File: src/rtl/vec_pkg.sv
// Shared types and helpers for the vector element-address sequencer.
package vec_pkg;

  typedef enum logic [1:0] {IDLE, ISSUE, DRAIN} agu_state_e;

  // Index width for a power-of-two count; never narrower than one bit.
  function automatic int idx_w(input int n);
    return (n > 1) ? $clog2(n) : 1;
  endfunction

  // Regfile element address {reg, elem}, i.e. reg*VLMAX + elem.
  function automatic logic [31:0] pack_addr(input logic [31:0] reg_idx,
                                            input logic [31:0] elem,
                                            input int          elem_w);
    return (reg_idx << elem_w) | elem;
  endfunction

endpackage

File: src/rtl/vec_wb_delay.sv
// Fixed-depth shift register of {valid, elem} that aligns write-back with
// the registered regfile read plus the ALU pipeline.
module vec_wb_delay #(
  parameter int DEPTH  = 2,
  parameter int ELEM_W = 5
) (
  input  logic              clk,
  input  logic              rst,
  input  logic              in_valid,
  input  logic [ELEM_W-1:0] in_elem,
  output logic              out_valid,
  output logic [ELEM_W-1:0] out_elem,
  output logic              pending
);

  logic [DEPTH-1:0]  valid_q;
  logic [ELEM_W-1:0] elem_q [DEPTH];

  // NOTE: sequential state uses <= so every stage samples its neighbour's
  // pre-edge value; blocking here would collapse the shift into one stage.
  // NOTE: the payload stages are reset too, so Ac reads 0 after reset
  // instead of stale element numbers.
  always_ff @(posedge clk or negedge rst) begin
    if (!rst) begin
      valid_q <= '0;
      for (int i = 0; i < DEPTH; i++) elem_q[i] <= '0;
    end else begin
      valid_q[0] <= in_valid;
      elem_q[0]  <= in_elem;
      for (int i = 1; i < DEPTH; i++) begin
        valid_q[i] <= valid_q[i-1];
        elem_q[i]  <= elem_q[i-1];
      end
    end
  end

  assign out_valid = valid_q[DEPTH-1];
  assign out_elem  = elem_q[DEPTH-1];

  // Any live entry still behind the one currently on the output.
  always_comb begin
    pending = 1'b0;
    for (int i = 0; i < DEPTH - 1; i++) pending = pending | valid_q[i];
  end

endmodule

File: src/rtl/vec_agu.sv
// Element-address sequencer: streams read pairs on ports A/B for one vector
// operation and emits the aligned write-back address on port C.
module vec_agu
  import vec_pkg::*;
#(
  parameter  int N_VEC   = 32,
  parameter  int VLMAX   = 32,
  parameter  int ALU_LAT = 1,
  localparam int REG_W   = idx_w(N_VEC),
  localparam int ELEM_W  = idx_w(VLMAX)
) (
  input  logic                    clk,
  input  logic                    rst,
  input  logic                    cmd_valid,
  output logic                    cmd_ready,
  input  logic [REG_W-1:0]        cmd_vs1,
  input  logic [REG_W-1:0]        cmd_vs2,
  input  logic [REG_W-1:0]        cmd_vd,
  input  logic [ELEM_W:0]         cmd_vl,
  input  logic                    cmd_wr_en,
  output logic                    busy,
  output logic                    done,
  output logic [REG_W+ELEM_W-1:0] Aa,
  output logic [REG_W+ELEM_W-1:0] Ab,
  output logic [REG_W+ELEM_W-1:0] Ac,
  output logic                    req_validAddrA,
  output logic                    req_validAddrB,
  output logic                    req_validAddrC,
  output logic                    req_validDc
);

  localparam int ADDR_W = REG_W + ELEM_W;
  localparam int VL_W   = ELEM_W + 1;
  localparam int DEPTH  = 1 + ALU_LAT;
  localparam logic [VL_W-1:0] VL_MAX = VL_W'(VLMAX);

  agu_state_e        state_q, state_d;
  logic [REG_W-1:0]  vs1_q, vs2_q, vd_q;
  logic [VL_W-1:0]   vl_q;
  logic              wr_q;
  logic [ELEM_W-1:0] elem_q;
  logic              done_q;

  logic              accept, issue, last_elem;
  logic [VL_W-1:0]   eff_vl;
  logic              wb_valid, wb_pending;
  logic [ELEM_W-1:0] wb_elem;

  assign eff_vl    = (cmd_vl > VL_MAX) ? VL_MAX : cmd_vl;
  assign accept    = cmd_valid && (state_q == IDLE);
  assign issue     = (state_q == ISSUE);
  assign last_elem = ({1'b0, elem_q} == vl_q - VL_W'(1));

  always_ff @(posedge clk or negedge rst) begin
    if (!rst) begin
      state_q <= IDLE;
      vs1_q   <= '0;
      vs2_q   <= '0;
      vd_q    <= '0;
      vl_q    <= '0;
      wr_q    <= 1'b0;
      elem_q  <= '0;
      done_q  <= 1'b0;
    end else begin
      state_q <= state_d;
      done_q  <= (state_q == DRAIN) && (state_d == IDLE);
      if (accept) begin
        vs1_q  <= cmd_vs1;
        vs2_q  <= cmd_vs2;
        vd_q   <= cmd_vd;
        vl_q   <= eff_vl;
        wr_q   <= cmd_wr_en;
        elem_q <= '0;
      end else if (issue) begin
        elem_q <= elem_q + ELEM_W'(1);
      end
    end
  end

  // NOTE: state_d takes a default before the case so no path leaves it
  // unassigned, which would otherwise infer a latch.
  always_comb begin
    state_d = state_q;
    unique case (state_q)
      IDLE:    if (accept) state_d = (eff_vl != '0) ? ISSUE : DRAIN;
      ISSUE:   if (last_elem) state_d = DRAIN;
      DRAIN:   if (!wb_pending) state_d = IDLE;
      default: state_d = IDLE;
    endcase
  end

  // The line tracks every issued element so the drain length does not depend
  // on wr_en; the write strobe is qualified by the latched wr_en at its output.
  vec_wb_delay #(
    .DEPTH  (DEPTH),
    .ELEM_W (ELEM_W)
  ) u_wb_delay (
    .clk       (clk),
    .rst       (rst),
    .in_valid  (issue),
    .in_elem   (elem_q),
    .out_valid (wb_valid),
    .out_elem  (wb_elem),
    .pending   (wb_pending)
  );

  always_comb begin
    cmd_ready      = (state_q == IDLE);
    busy           = (state_q != IDLE);
    done           = done_q;
    req_validAddrA = issue;
    req_validAddrB = issue;
    Aa = issue ? ADDR_W'(pack_addr(32'(vs1_q), 32'(elem_q), ELEM_W)) : '0;
    Ab = issue ? ADDR_W'(pack_addr(32'(vs2_q), 32'(elem_q), ELEM_W)) : '0;
    req_validAddrC = wb_valid && wr_q;
    req_validDc    = wb_valid && wr_q;
    Ac = (wb_valid && wr_q) ? ADDR_W'(pack_addr(32'(vd_q), 32'(wb_elem), ELEM_W)) : '0;
  end

endmodule

File: config.mk
export PLATFORM = sky130hd
export DESIGN_NAME = vec_agu
export DESIGN_NICKNAME = d
export VERILOG_FILES = /design/src/rtl/vec_pkg.sv /design/src/rtl/vec_wb_delay.sv /design/src/rtl/vec_agu.sv
export SDC_FILE = /design/constraint.sdc
export NUM_CORES = 1
export LEC_CHECK = 0
export BUFFER_PORTS_ARGS = -buffer_cell sky130_fd_sc_hd__buf_2
export CORE_MARGIN = 5
export CORE_UTILIZATION = 35
export CTS_CLUSTER_DIAMETER = 150
export DETAILED_ROUTE_END_ITERATION = 10
export PLACE_DENSITY = 0.65
export SLEW_MARGIN = 20
export SYNTH_ARGS = -nofsm -noshare
export SYNTH_HDL_FRONTEND = slang
export SYNTH_SLANG_ARGS = --single-unit
export TNS_END_PERCENT = 100
File: constraint.sdc
create_clock -name clk -period 1.7 [get_ports clk]
set_clock_uncertainty 0.2 [all_clocks]
set_input_delay 0.255 -clock clk [delete_from_list [all_inputs] [get_ports clk]]
set_output_delay 0.255 -clock clk [all_outputs]
set_load 0.05 [all_outputs]
==> results.json <==
{
  "cts_root_buf": "clkbuf_8",
  "drive_gt1_share_pct": 53.1,
  "tritoncts": "built",
  "syn_area_mm2": 0.00191,
  "clk_latency_ps": 290,
  "grt_setup_unrepaired": "yes",
  "ant_nets": 0,
  "slowest_stage": "dfrtp_1",
  "avgSynthCellArea_um2": 11.7,
  "firstDrtPassIters": 4,
  "track_usage_pct": 13.2,
  "antenna_found_initial": 0,
  "whs_ps": 16.1,
  "ys_ff_latch": 42,
  "crit_required_ps": 1240,
  "syn_inst": 163,
  "layout_commonest_cell": "dfrtp_1",
  "core_area_mm2": 0.00520,
  "hp-class": "in2reg",
  "slew_viol_final": 0,
  "nets": 288,
  "die_y_um": 83.8,
  "path_max_fanout": 12,
  "start_util_pct": 36.6,
  "fillers": 442,
  "num_rows": 26,
  "setup_violations": 46,
  "area_growth_pct": 60.2,
  "crit_buf_inv": 3,
  "cts_buffer_depth": 2,
  "cts_inserted_buffers": 5,
  "grtUsageMet3_pct": 4.05,
  "routed_via_density": 4.55,
  "period_share_pct": 108,
  "crit_cells": 5,
  "relSlewSlack_pct": 64.7,
  "yosys_warnings": 0,
  "cp-startpoint": "state_q[1]",
  "min_period_ps": 1840,
  "r2r_cells": 4,
  "startpoint_type": "register",
  "dp_hpwl_um": 2980,
  "clock_sinks": 42,
  "most-common-layout-cells": "40 x dfrtp_1, 37 x buf_2, 20 x buf_4",
  "outcome": "complete, but fails checks",
  "dieArea_mm2": 0.00702,
  "synth.area.top_cells": "dfrtp_1 55%, mux2_2 10%, and2_1 5.6%, and3_1 3.3%, buf_4 3.2%",
  "crit_family": "flip-flops",
  "syn_nets": 190,
  "place_congestion": 0.796,
  "drtIter0Drc": 20,
  "diodes": 0,
  "grt_pass1_vias": 1633,
  "violations": "setup timing",
  "endpoint_kind": "output pin",
  "hold_violations": 0,
  "port_buffers": 61,
  "worstPathCellList": "nand2b_4, inv_6, buf_12, and2_4, buf_8",
  "drt_wl_total_um": 4440,
  "wl_per_cell_um": 13.4,
  "setup_ws_ps": -138,
  "r2r_slack_ps": -80,
  "ios": 62,
  "tightest_slew_ps": 529,
  "maxCapViolations": 0,
  "timing.rr.start": "state_q[1]",
  "clk_pin_slew_ps": 80,
  "drc": 0,
  "max_freq_ghz": 0.544,
  "criticalPathCategory": "reg2out",
  "grt.busiest_layer": "met2",
  "use_met2_pct": 22.9,
  "endpoint": "Aa[3]",
  "num_vias": 1509,
  "synth_top_area_share_pct": 55.2,
  "grt_overflow": 0,
  "htreeDepth": 2,
  "met1_usage_pct": 15.7,
  "slowest_delay_ps": 410,
  "grt_first_pass_wirelength_um": 7690,
  "r2r_end": "vs2_q[0]",
  "cp.arrival_ps": 1380,
  "die_w_um": 83.8,
  "synth_seq_area_share_pct": 55.2,
  "synthDistinctLibCells": 36,
  "synth_area_leader_cell": "dfrtp_1",
  "grt_max_degree": 43
}
==> cells by family after synthesis <==
kind of cell             Yosys count  share of synthesized area (%)
buffers and inverters             20                           5.98
XOR/XNOR                           7                           3.94
multiplexers                      18                           10.6
flip-flops                        42                           55.2
adder cells (fa/ha/maj)            2                           1.31
AND/OR/NAND/NOR                   58                           17.9
AO/OA/AOI/OAI                     16                           5.19
==> how the worst min path moves through the flow <==
| stage | cells after the start | startpoint | to |
|---|---|---|---|
| floorplan | 0 | rst | done |
| global placement | 0 | u_wb_delay.elem_q[9] | u_wb_delay.out_elem[4] |
| detailed placement | 0 | u_wb_delay.elem_q[7] | u_wb_delay.out_elem[2] |
| CTS | 2 | cmd_vd[2] | vd_q[2] |
| global route | 2 | cmd_vd[0] | vd_q[0] |
| finish | 2 | cmd_wr_en | wr_q |
==> stage by stage <==
stage	setup WS [ps]	area [um^2]	util [%]	setup TNS [ps]	instances
final	-138	3050	58.7	-3770	332
after global routing	-208	3050	58.7	-6430	332
after CTS	-146	2920	56.0	-4600	327
after detailed placement	-145	2380	45.8	-879	297
after global placement	-120	2380	45.8	-797	297
after floorplan	-38.3	1990	-	-190	163
==> synth_stat cells <==
| cell | number |
|---|---|
| dfrtp_1 | 42 |
| clkbuf_2 | 1 |
| or4_1 | 1 |
| nor3_1 | 1 |
| nor3b_1 | 1 |
| or2b_1 | 1 |
| or3b_2 | 1 |
| or2_2 | 1 |
| o31ai_1 | 1 |
| a31o_1 | 1 |
| or3_1 | 1 |
| mux2i_1 | 1 |
| nand2b_1 | 5 |
| and3_1 | 10 |
| o311a_1 | 1 |
| nand3_1 | 4 |
| buf_6 | 1 |
| nand2_1 | 10 |
| buf_4 | 8 |
| and2_1 | 17 |
| a21o_1 | 1 |
| mux2_2 | 17 |
| or4_4 | 1 |
| nand4_1 | 2 |
| xnor2_1 | 5 |
| nor4_1 | 1 |
| clkbuf_1 | 5 |
| a31oi_1 | 1 |
| a21oi_1 | 1 |
| xor2_1 | 1 |
| xnor3_1 | 1 |
| inv_1 | 5 |
| nor2_1 | 1 |
| ha_1 | 2 |
| o21ai_0 | 9 |
| a311oi_1 | 1 |
==> area by class of cell <==
class                      count  area, um^2  share of cell area (%)
clock buffer                   7        86.3                    2.83
clock inverter                 1        5.00                   0.164
inverter                       5        27.5                   0.902
multi-input combinational    101         790                    25.9
sequential                    42        1050                    34.5
tap                           70        87.6                    2.87
timing repair buffer         106        1000                    32.9
==> timing repair <==
item / 4_1_cts / 5_1_grt
setup buffers: 5 / 4
gates resized for setup: 62 / 37
hold endpoints to repair: 56 / 1
pin swaps: 4 / 5
hold buffers: 15 / 1
gates cloned: 2 / 0
setup endpoints to repair: 55 / 52
==> registers in the layout, summed over array words and instances, names as in the netlist, 2 cells and up <==
signal,count
u_wb_delay.out_elem,5
state_q,2
vl_q,6
u_wb_delay.valid_q,2
vs2_q,5
elem_q,5
vd_q,5
vs1_q,5
u_wb_delay.elem_q,5
==> worst reg2reg max path, delay by kind of cell (launching register included) <==
family                 cells  cell delay [ps]
DFF                        1              410
buffers and inverters      2              330
muxes                      1              270
and+or+nand+nor            1              470
==> layer usage <==
metal  part of all wire [%]  wire [um]
met4                   0.56         25
met3                    7.1        314
met2                     50       2240
met1                     42       1860
met5                      0          0
Power is not shown: default switching activity piles up to over one toggle a cycle in this logic, so the estimate is an artifact.
